===== config.mk =====
export PLATFORM = sky130hd
export DESIGN_NAME = apb_master
export DESIGN_NICKNAME = d
export VERILOG_FILES = /design/src/rtl/apb_pkg.sv /design/src/rtl/apb_wait_timer.sv /design/src/rtl/apb_master.sv
export SDC_FILE = /design/constraint.sdc
export NUM_CORES = 1
export LEC_CHECK = 0
export CORE_MARGIN = 4
export CORE_UTILIZATION = 40
export DETAILED_ROUTE_END_ITERATION = 8
export HOLD_SLACK_MARGIN = 0.06
export PLACE_DENSITY_LB_ADDON = 0.2
export SYNTH_ARGS = -nofsm -noshare
export SYNTH_HDL_FRONTEND = slang
export SYNTH_HIERARCHICAL = 1
export SYNTH_SLANG_ARGS = --single-unit

===== constraint.sdc =====
create_clock -name i_clk -period 7.7 [get_ports i_clk]
set_clock_uncertainty 0.05 [all_clocks]
set_input_delay 1.54 -clock i_clk [delete_from_list [all_inputs] [get_ports i_clk]]
set_output_delay 1.54 -clock i_clk [all_outputs]
set_load 0.02 [all_outputs]

===== src/rtl/apb_pkg.sv =====
// rtl/apb_pkg.sv - shared APB link constants and FSM state type
package apb_pkg;
  localparam int APB_ADDR_W = 7;
  localparam int APB_DATA_W = 32;
  localparam int APB_WAIT_W = 8;

  typedef enum logic [1:0] {
    IDLE   = 2'd0,
    SETUP  = 2'd1,
    ACCESS = 2'd2
  } apb_state_t;
endpackage


===== src/rtl/apb_wait_timer.sv =====
// rtl/apb_wait_timer.sv - ACCESS wait-state counter with timeout detection
module apb_wait_timer
  import apb_pkg::*;
#(
  parameter int TIMEOUT = 16
) (
  input  logic i_clk,
  input  logic i_rst,
  input  logic i_clear,
  input  logic i_en,
  output logic o_expired
);
  logic [APB_WAIT_W-1:0] r_count;

  always_ff @(posedge i_clk or posedge i_rst) begin
    if (i_rst) begin
      r_count <= '0;
    end else if (i_clear) begin
      r_count <= '0;
    end else if (i_en) begin
      r_count <= r_count + 1'b1;
    end
  end

  // Flags the not-ready cycle whose closing edge brings the count to TIMEOUT.
  assign o_expired = i_en && (r_count == APB_WAIT_W'(TIMEOUT - 1));
endmodule


===== src/rtl/apb_master.sv =====
// rtl/apb_master.sv - APB initiator: command handshake in, SETUP/ACCESS out, one response per command
module apb_master
  import apb_pkg::*;
#(
  parameter int ADDR_W  = APB_ADDR_W,
  parameter int DATA_W  = APB_DATA_W,
  parameter int TIMEOUT = 16
) (
  input  logic              i_clk,
  input  logic              i_res,
  input  logic              i_cmd_valid,
  output logic              o_cmd_ready,
  input  logic              i_cmd_write,
  input  logic [ADDR_W-1:0] i_cmd_addr,
  input  logic [DATA_W-1:0] i_cmd_wdata,
  output logic              o_rsp_valid,
  output logic [DATA_W-1:0] o_rsp_rdata,
  output logic              o_rsp_err,
  output logic              o_rsp_timeout,
  output logic [ADDR_W-1:0] o_paddr,
  output logic              o_psel,
  output logic              o_penable,
  output logic              o_pwrite,
  output logic [DATA_W-1:0] o_pwdata,
  input  logic [DATA_W-1:0] i_prdata,
  input  logic              i_pready,
  input  logic              i_pslverr
);
  apb_state_t        r_state;
  apb_state_t        w_state_nxt;
  logic [ADDR_W-1:0] r_paddr;
  logic [DATA_W-1:0] r_pwdata;
  logic              r_pwrite;
  logic              r_rsp_valid;
  logic [DATA_W-1:0] r_rsp_rdata;
  logic              r_rsp_err;
  logic              r_rsp_timeout;
  logic              w_done;
  logic              w_accept;
  logic              w_expired;

  assign w_done      = (r_state == ACCESS) && i_pready;
  assign o_cmd_ready = !i_res && ((r_state == IDLE) || w_done);
  assign w_accept    = i_cmd_valid && o_cmd_ready;

  // Decoded from the asynchronously reset state so reset drops the bus without a clock.
  assign o_psel    = (r_state != IDLE);
  assign o_penable = (r_state == ACCESS);

  apb_wait_timer #(
    .TIMEOUT(TIMEOUT)
  ) u_wait_timer (
    .i_clk    (i_clk),
    .i_rst    (i_res),
    .i_clear  (r_state == SETUP),
    .i_en     ((r_state == ACCESS) && !i_pready),
    .o_expired(w_expired)
  );

  always_comb begin
    w_state_nxt = r_state;
    case (r_state)
      IDLE:    if (w_accept) w_state_nxt = SETUP;
      SETUP:   w_state_nxt = ACCESS;
      ACCESS: begin
        if (w_done) begin
          w_state_nxt = w_accept ? SETUP : IDLE;
        end else if (w_expired) begin
          w_state_nxt = IDLE;
        end
      end
      default: w_state_nxt = IDLE;
    endcase
  end

  always_ff @(posedge i_clk or posedge i_res) begin
    if (i_res) begin
      r_state  <= IDLE;
      r_paddr  <= '0;
      r_pwrite <= 1'b0;
      r_pwdata <= '0;
    end else begin
      r_state <= w_state_nxt;
      if (w_accept) begin
        r_paddr  <= i_cmd_addr;
        r_pwrite <= i_cmd_write;
        r_pwdata <= i_cmd_wdata;
      end
    end
  end

  // Errored reads return zero data so callers never consume a half-valid word.
  always_ff @(posedge i_clk or posedge i_res) begin
    if (i_res) begin
      r_rsp_valid   <= 1'b0;
      r_rsp_rdata   <= '0;
      r_rsp_err     <= 1'b0;
      r_rsp_timeout <= 1'b0;
    end else begin
      r_rsp_valid   <= w_done || w_expired;
      r_rsp_rdata   <= (w_done && !r_pwrite && !i_pslverr) ? i_prdata : '0;
      r_rsp_err     <= (w_done && i_pslverr) || w_expired;
      r_rsp_timeout <= w_expired;
    end
  end

  assign o_paddr       = r_paddr;
  assign o_pwrite      = r_pwrite;
  assign o_pwdata      = r_pwdata;
  assign o_rsp_valid   = r_rsp_valid;
  assign o_rsp_rdata   = r_rsp_rdata;
  assign o_rsp_err     = r_rsp_err;
  assign o_rsp_timeout = r_rsp_timeout;
endmodule


==> results.toml <==
[clock_network]
h-tree-depth = 3
cts_hold_buf = 0
cts_root_buf = "clkbuf_8"
post-cts-setup-buffers = 0
clock_latency_ps = 340
clockBufferDepth = 2
cts.clk_slew.worst_paths_ps = 90
cts-buffers-inserted = 9
cts_resized = 0
cts.sinks = 85
cts_tree = "built"

[power]
p_per_area_mw_per_mm2 = 234.3
pwr-share-clk_pct = 28.6
combPwrFrac_pct = 27.0
ir_drop_uv = 99.95
swShare_pct = 26.81
p_switching_uw = 324.2
seq_power_share_pct = 44.4
p_int_uw = 884.8
p_total_uw = 1209
p_leak_uw = 0.002308

[yosys]
netlist_top_cells_area = "dfrtp_1, mux2_4, and2_1, buf_6, a2111oi_4"
ys_ff_latch = 85
ys_types = 32
ys_top_cells_by_count = "dfrtp_1, mux2_4, and2_1"
async_reset_ff_share_pct = 100.0
synth_fp_nets = 290
synth_top_cell_by_area = "dfrtp_1"
ys_warn_count = 6
avgSynthCellArea_um2 = 15.63
netlist.area_leader.share_pct = 64.20
synth.cell_area_mm2 = 0.003313
synth_ff_type = "dfrtp_1"
synth_seq_area_share_pct = 64.20
synth_cells = 212
synth_edf_count = 0
synth_most_common_cell = "dfrtp_1"

[global_routing]
grt_pass1_wl_um = 11890
antenna_found_initial = 0
grt_max_degree = 78
grt_pass1_vias = 2319
grt_usage_pct = 15.43
gr-total-overflow = 0

[detailed_routing]
via_count = 2220
wire_per_inst_um = 15.68
ant_nets = 0
vias_per_cell = 4.644
postRouteWirelength_um = 7494
drtPass1Iterations = 4
drc = 0
drt_iter0_markers = 66

[hold_path]
hp-class = "flop to flop"

[timing]
tightest_slew_ps = 956.1
rsz0062_at_grt = "false"
maxSlewViolCount = 0
fin_tns_setup_ps = 0
setup-violations-final = 0
final_hold_viol_count = 0
slew_headroom_pct = 36.26
fmax_mhz = 216.3
timing.hold.ws_ps = 464.7
finalCriticalPeriod_ps = 4623
finalCritPeriodShare_pct = 60.03

[placed_design]
dpl.hpwl_um = 5401
dpl_cell_area_mm2 = 0.004936
port_buffers = 154
place_congestion = 0.8400

[finish]
area_delta_synth_final_pct = 55.74
fin_util_pct = 65.42
fin_area_mm2 = 0.005160
n_antenna_cell = 0
fillers = 600
drive_above_1_share_pct = 17.82
nets = 449

[die]
die-area_mm2 = 0.009803
dieHeight_um = 99.01
num_io_pins = 155
core_area_mm2 = 0.007888
die_w_um = 99.01
row_count = 32
start_util_pct = 42.01

[worst_setup_path]
critPathBufInv = 3
cp-start-kind = "primary input"
endpoint_kind = "output pin"
max_stage_delay_ps = 650
cpMaxStageDelayCell = "clkdlybuf4s50_1"
arrival_ps = 3030
cpMostUsedCell = "clkdlybuf4s50_1"
cp_top_family = "buffers and inverters"
cp_cell_sequence = "clkdlybuf4s50_1 > inv_2 > a211oi_1 > clkdlybuf4s50_1"
crit_type = "primary input to output pin"
crit_required_ps = 6110
path_max_fanout = 4

[run_status]
status = "finished clean"

[flow_run]
drv_cap = 0
power groups by stage:
stage	Combinational, uW	Clock, uW	Sequential [uW]
3_3_place_gp	329	0	543
3_5_place_dp	331	0	545
4_1_cts	332	357	538
5_1_grt	344	378	547
2_1_floorplan	107	0	604
6_report	326	346	537
through the flow:
step                worst slack, ps  std cells
floorplan                      3997        212
global placement               3141        462
detailed placement             3062        462
CTS                            3057        478
global route                   3001        478
finish                         3077        478
area by class of cell:
| cell class | instances | area (um2) | share of cell area [%] |
|---|---|---|---|
| sequential | 85 | 2127 | 41.22 |
| timing repair buffer | 157 | 1564 | 30.31 |
| multi-input combinational | 114 | 1101 | 21.34 |
| clock buffer | 10 | 137.6 | 2.667 |
| tap | 102 | 127.6 | 2.473 |
| clock inverter | 6 | 86.33 | 1.673 |
| inverter | 4 | 16.27 | 0.3152 |
registers in the layout, summed over array words and instances, names as in the netlist:
signal / cells
u_wait_timer/r_count: 8
r_state: 2
o_paddr: 7
o_pwdata: 32
o_rsp_err: 1
o_pwrite: 1
o_rsp_rdata: 32
o_rsp_valid: 1
o_rsp_timeout: 1
cell families after synthesis:
family | count (synthesis) | share of synthesized area [%]
compound gates | 11 | 3.248
xor+xnor | 4 | 1.058
fa+ha+maj | 1 | 0.3776
buf+inv | 13 | 2.719
flops | 85 | 64.20
mux | 41 | 18.32
simple gates | 57 | 10.08
worst register-to-register path, delay by kind of cell (launching register included):
kind	cells	cell delay, ps
buffers and inverters	1	640
AOI/OAI and AO/OA	1	350
DFF	1	460
muxes	1	440
routing by layer:
layer | track usage (%) | share of wire, % | vias up
li1 | - | - | 1024
met1 | 18.16 | 39 | 1093
met2 | 24.33 | 48 | 95
met3 | 7.643 | 11 | 8
met4 | 5.777 | 1.1 | 0
met5 | 0 | 0 | -
final timing paths:
kind / from / end / slack [ps] / cells after the start
worst min-delay path: o_pwdata[9] / o_pwdata[9] / 460 / 1
worst max-delay path: i_pready / o_cmd_ready / 3080 / 4
max in group asynchronous: i_res / o_rsp_rdata[2] / 5070 / 3
min in group asynchronous: i_res / u_wait_timer/r_count[4] / 1570 / 2
worst min register to register: o_pwdata[9] / o_pwdata[9] / 460 / 1
worst max register to register: r_state[1] / o_pwdata[19] / 5650 / 3
layout by cell type, fill, tap and decap left out, types with 2 or more instances in the layout:
| master | count |
|---|---|
| clkdlybuf4s50_1 | 154 |
| dfrtp_1 | 85 |
| mux2_4 | 39 |
| and2_1 | 32 |
| clkbuf_8 | 10 |
| nor2_1 | 7 |
| clkinv_2 | 3 |
| buf_4 | 3 |
| nand4_1 | 3 |
| o21ai_0 | 3 |
| or3_1 | 3 |
| a21oi_1 | 3 |
| xor2_1 | 3 |
| inv_1 | 2 |
| nor2b_1 | 2 |
| bufinv_16 | 2 |
| nand2_1 | 2 |
| nand3_1 | 2 |
No activity file was read; power rests on OpenSTA's default activity.
